[src/rtl/seq_logic_unit.sv]
// seq_logic_unit: multi-cycle bitwise logic unit (AND/OR/XOR/NOR).
// Processes SLICE bits per clock, LSB slice first, over WIDTH-bit operands.
//
// Handshake: start is sampled only while idle (busy=0); the accepting edge
// latches A, B and op. busy stays high until the edge that processes the last
// slice, and that same edge updates result and raises done for one cycle.
// start while busy is dropped, never queued.
//
// state_dbg mirrors the FSM state for checkers: 0 = IDLE, 1 = BUSY.
module seq_logic_unit #(
    parameter int WIDTH = 32,
    parameter int SLICE = 8
) (
    input  logic             clk,
    input  logic             reset,
    input  logic             start,
    input  logic [1:0]       op,
    input  logic [WIDTH-1:0] A,
    input  logic [WIDTH-1:0] B,
    output logic             busy,
    output logic             done,
    output logic [WIDTH-1:0] result,
    output logic             zero,
    output logic             state_dbg
);

    localparam int N  = WIDTH / SLICE;
    localparam int CW = (N > 1) ? $clog2(N) : 1;
    localparam logic [CW-1:0]    LAST_K = CW'(N - 1);
    localparam logic [WIDTH-1:0] SMASK  = WIDTH'({SLICE{1'b1}});

    // Reject configurations that cannot be split into whole slices.
    generate
        if ((WIDTH % SLICE) != 0) begin : g_bad_slice
            $error("seq_logic_unit: WIDTH must be a multiple of SLICE");
        end
    endgenerate

    typedef enum logic {
        IDLE = 1'b0,
        BUSY = 1'b1
    } state_t;

    state_t           state;
    state_t           state_nxt;
    logic [WIDTH-1:0] a_q;
    logic [WIDTH-1:0] b_q;
    logic [1:0]       op_q;
    logic [CW-1:0]    cnt;
    logic [WIDTH-1:0] acc;
    logic [WIDTH-1:0] acc_nxt;
    logic [WIDTH-1:0] a_sh;
    logic [WIDTH-1:0] b_sh;
    logic [SLICE-1:0] sa;
    logic [SLICE-1:0] sb;
    logic [SLICE-1:0] sr;
    int               idx;
    logic             last;
    logic             accept;

    assign last   = (cnt == LAST_K);
    assign accept = (state == IDLE) && start;

    // State register; reset aborts any operation immediately.
    always_ff @(posedge clk or posedge reset) begin
        if (reset) begin
            state <= IDLE;
        end else begin
            state <= state_nxt;
        end
    end

    // Next-state: leave IDLE on start, return after the final slice.
    always_comb begin
        state_nxt = state;
        case (state)
            IDLE:    if (start) state_nxt = BUSY;
            BUSY:    if (last)  state_nxt = IDLE;
            default: state_nxt = IDLE;
        endcase
    end

    // FSM outputs.
    always_comb begin
        busy      = 1'b0;
        state_dbg = 1'b0;
        if (state == BUSY) begin
            busy      = 1'b1;
            state_dbg = 1'b1;
        end
    end

    // Slice k of the latched operands, gated by the latched op.
    always_comb begin
        idx  = int'(cnt) * SLICE;
        a_sh = a_q >> idx;
        b_sh = b_q >> idx;
        sa   = a_sh[SLICE-1:0];
        sb   = b_sh[SLICE-1:0];
        sr   = '0;
        case (op_q)
            2'b00:   sr = sa & sb;
            2'b01:   sr = sa | sb;
            2'b10:   sr = sa ^ sb;
            2'b11:   sr = ~(sa | sb);
            default: sr = '0;
        endcase
        // Splice the new slice into the accumulator; the final slice's
        // spliced value is what gets copied to result.
        acc_nxt = (acc & ~(SMASK << idx)) | (WIDTH'(sr) << idx);
    end

    // Datapath: operand latch, slice counter, accumulator, result and done.
    always_ff @(posedge clk or posedge reset) begin
        if (reset) begin
            a_q    <= '0;
            b_q    <= '0;
            op_q   <= '0;
            cnt    <= '0;
            acc    <= '0;
            result <= '0;
            done   <= 1'b0;
        end else begin
            done <= 1'b0;
            if (accept) begin
                a_q  <= A;
                b_q  <= B;
                op_q <= op;
                cnt  <= '0;
                acc  <= '0;
            end else if (state == BUSY) begin
                acc <= acc_nxt;
                if (last) begin
                    cnt    <= '0;
                    result <= acc_nxt;
                    done   <= 1'b1;
                end else begin
                    cnt <= cnt + 1'b1;
                end
            end
        end
    end

    // Zero flag follows the registered result.
    assign zero = (result == '0);

endmodule

[config.mk]
export PLATFORM = sky130hd
export DESIGN_NAME = seq_logic_unit
export DESIGN_NICKNAME = d
export VERILOG_FILES = /design/src/rtl/seq_logic_unit.sv
export SDC_FILE = /design/constraint.sdc
export NUM_CORES = 1
export LEC_CHECK = 0
export BUFFER_PORTS_ARGS = -buffer_cell sky130_fd_sc_hd__buf_2
export CORE_ASPECT_RATIO = 0.8
export CORE_MARGIN = 3
export CORE_UTILIZATION = 55
export DETAILED_ROUTE_END_ITERATION = 16
export PLACE_DENSITY_LB_ADDON = 0.1
export SKIP_CTS_REPAIR_TIMING = 1
export SYNTH_ARGS = -nofsm -noshare
export SYNTH_HDL_FRONTEND = slang
export SYNTH_SLANG_ARGS = --single-unit
[constraint.sdc]
create_clock -name clk -period 7 [get_ports clk]
set_clock_uncertainty 0.15 [all_clocks]
set_input_delay 0.7 -clock clk [delete_from_list [all_inputs] [get_ports clk]]
set_output_delay 0.7 -clock clk [all_outputs]
set_load 0.005 [all_outputs]
==> impl_metrics.toml <==
[status]
status = "finished, final reports clean"

[critical_path]
r2r-start = "cnt[1]"
critPathRequiredTime_ns = 7.19
worstPathMaxFanout = 61
critPathLaunch = "cnt[1]"
worstSetupPathType = "reg -> reg"
startpoint_type = "flop"
arrival_ns = 3.38
cp-end-kind = "flop"

[floorplanning]
die_w_um = 122
start_util = 0.572
core_mm2 = 0.0104
die_h_um = 98.9
io_pins = 105
rows = 33
die-area_mm2 = 0.0121

[timing]
relSlewSlack = 0.249
worst_pin_slew_ns = 1.12
fin_tns_setup_ns = 0
whs_ns = 0.234
slew_viol_final = 0
rsz0062_at_grt = "false"
period_needed_ns = 3.19
finalHoldViolCount = 0
clock.fmax_ghz = 0.314
fin_crit_sh = 0.455
setup_violations = 0
setup_ws_ns = 3.81

[yosys]
ys_ff_latch = 126
syn-num-nets = 499
synth_area_per_cell_um2 = 14.5
synth_warnings = 0
netlist_instances = 410
netlist_area_mm2 = 0.00593
ys_seq_area_frac = 0.531
synth.distinct_cells = 33

[layout]
layout_common_cells = "126 x dfrtp_1, 104 x buf_2, 66 x mux2_2"
fillers = 733
nNetsFinal = 596
syn_to_final_growth_pct = 20.2
drive_above_1_share = 0.473
finish.utilization = 0.688
final_common_cell = "dfrtp_1"
antennaDiodeCount = 0

[place]
dp_worst_setup_slack_ns = 3.88
hpwl_um = 8500
port_buffers = 104
gp_congestion = 0.770

[clock_network]
h-tree-depth = 4
clk_latency_ns = 0.41
tritoncts = "yes"
clock_sinks = 126
numCtsBuffers = 17
clk_path_buf_depth = 2
root_buffer = "clkbuf_16"
clk_pin_slew_ns = 0.05

[pwr]
leakage_nw = 3.34
peakVddDrop_uv = 262
total_power_w = 0.00397
p_per_area_mw_per_mm2 = 557

[grt]
grt_usage = 0.228
antenna_found_initial = 0
grt_pass1_wl_um = 20900
grt_overflow = 0
grt_max_degree = 76
grt_pass1_vias = 3982

[detailed_routing]
vias = 3828
antenna_left = 0
drtPass1Iterations = 5
post_drt_wl_per_cell_um = 19.4
initialDrtViolationCount = 320
wirelength_um = 12800
remaining_drc_errors = 0
vias_per_cell = 5.80

[hold_path]
hold_class = "in -> async"

[job]
max_cap_violations = 0
## state kept, by name, summed over array words and instances, names as in the netlist
| signal | count |
|---|---|
| op_q | 2 |
| a_q | 32 |
| result | 32 |
| b_q | 32 |
| done | 1 |
| cnt | 2 |
| state | 1 |
| acc | 24 |
## path summary, 6_finish.rpt
kind                              end  slack (ns)  cells after the start
max                         result[9]        3.81                      4
min                        result[28]        0.23                      2
max reg2reg                 result[9]        3.81                      4
min reg2reg                   b_q[16]        0.35                      1
max in group asynchronous     acc[16]        5.06                      3
min in group clk              b_q[16]        0.35                      1
## cell usage after synthesis, drive strengths merged
cell type	number	area share
a21oi	3	0.0038
a221o	24	0.040
a22o	32	0.049
and3	3	0.0032
buf	24	0.024
clkbuf	5	0.0032
dfrtp	126	0.53
ha	20	0.042
inv	20	0.013
mux2	66	0.13
mux2i	16	0.036
mux4	16	0.061
nand2	2	0.0017
nand2b	3	0.0032
nand4	2	0.0021
nor2	1	0.00063
nor2b	1	0.0011
nor3	4	0.0067
nor3b	24	0.030
nor4	8	0.0084
o22ai	1	0.0011
o31ai	1	0.0013
xor2	8	0.012
## metal layers
metal,up-vias,wire (um),track usage
li1,1747,-,-
met1,1958,5640,0.320
met2,114,6220,0.354
met3,9,824,0.0648
met4,0,104,0.0594
met5,-,0,0
## cells by family after synthesis
kind of cell	synth area share
AND/OR/NAND/NOR	0.0574
flip-flops	0.531
multiplexers	0.222
adder cells (fa/ha/maj)	0.0422
XOR/XNOR	0.0118
AO/OA/AOI/OAI	0.0953
buffers and inverters	0.0396
## critical path, stage by stage (launching register included)
cell and delay (ns):
dfrtp_1 1.05, ha_1 0.34, nand2_2 0.62, nor3_2 0.71
a221o_1 0.25
## power breakdown
part           switching (W)  total, W  internal (W)  leakage [nW]
clock               0.000311  0.000934      0.000623         0.307
combinational       0.000871   0.00171      0.000840          1.47
sequential          0.000275   0.00133       0.00105          1.56
## metrics by stage
stage          instance area (um2)  cells
6_report                      7130    660
5_1_grt                       7130    660
4_1_cts                       7130    660
3_5_place_dp                  6500    628
3_3_place_gp                  6500    628
2_1_floorplan                 5930    410
## final cells by class
cell class	count	area [um2]	area share
Multi-Input combinational cell	235	2550	0.358
Timing Repair Buffer	107	543	0.0761
Sequential cell	126	3150	0.442
Inverter	20	77.6	0.0109
Clock buffer	22	474	0.0665
Tap cell	140	175	0.0246
Clock inverter	10	159	0.0223
(Power assumes the default switching activity.)
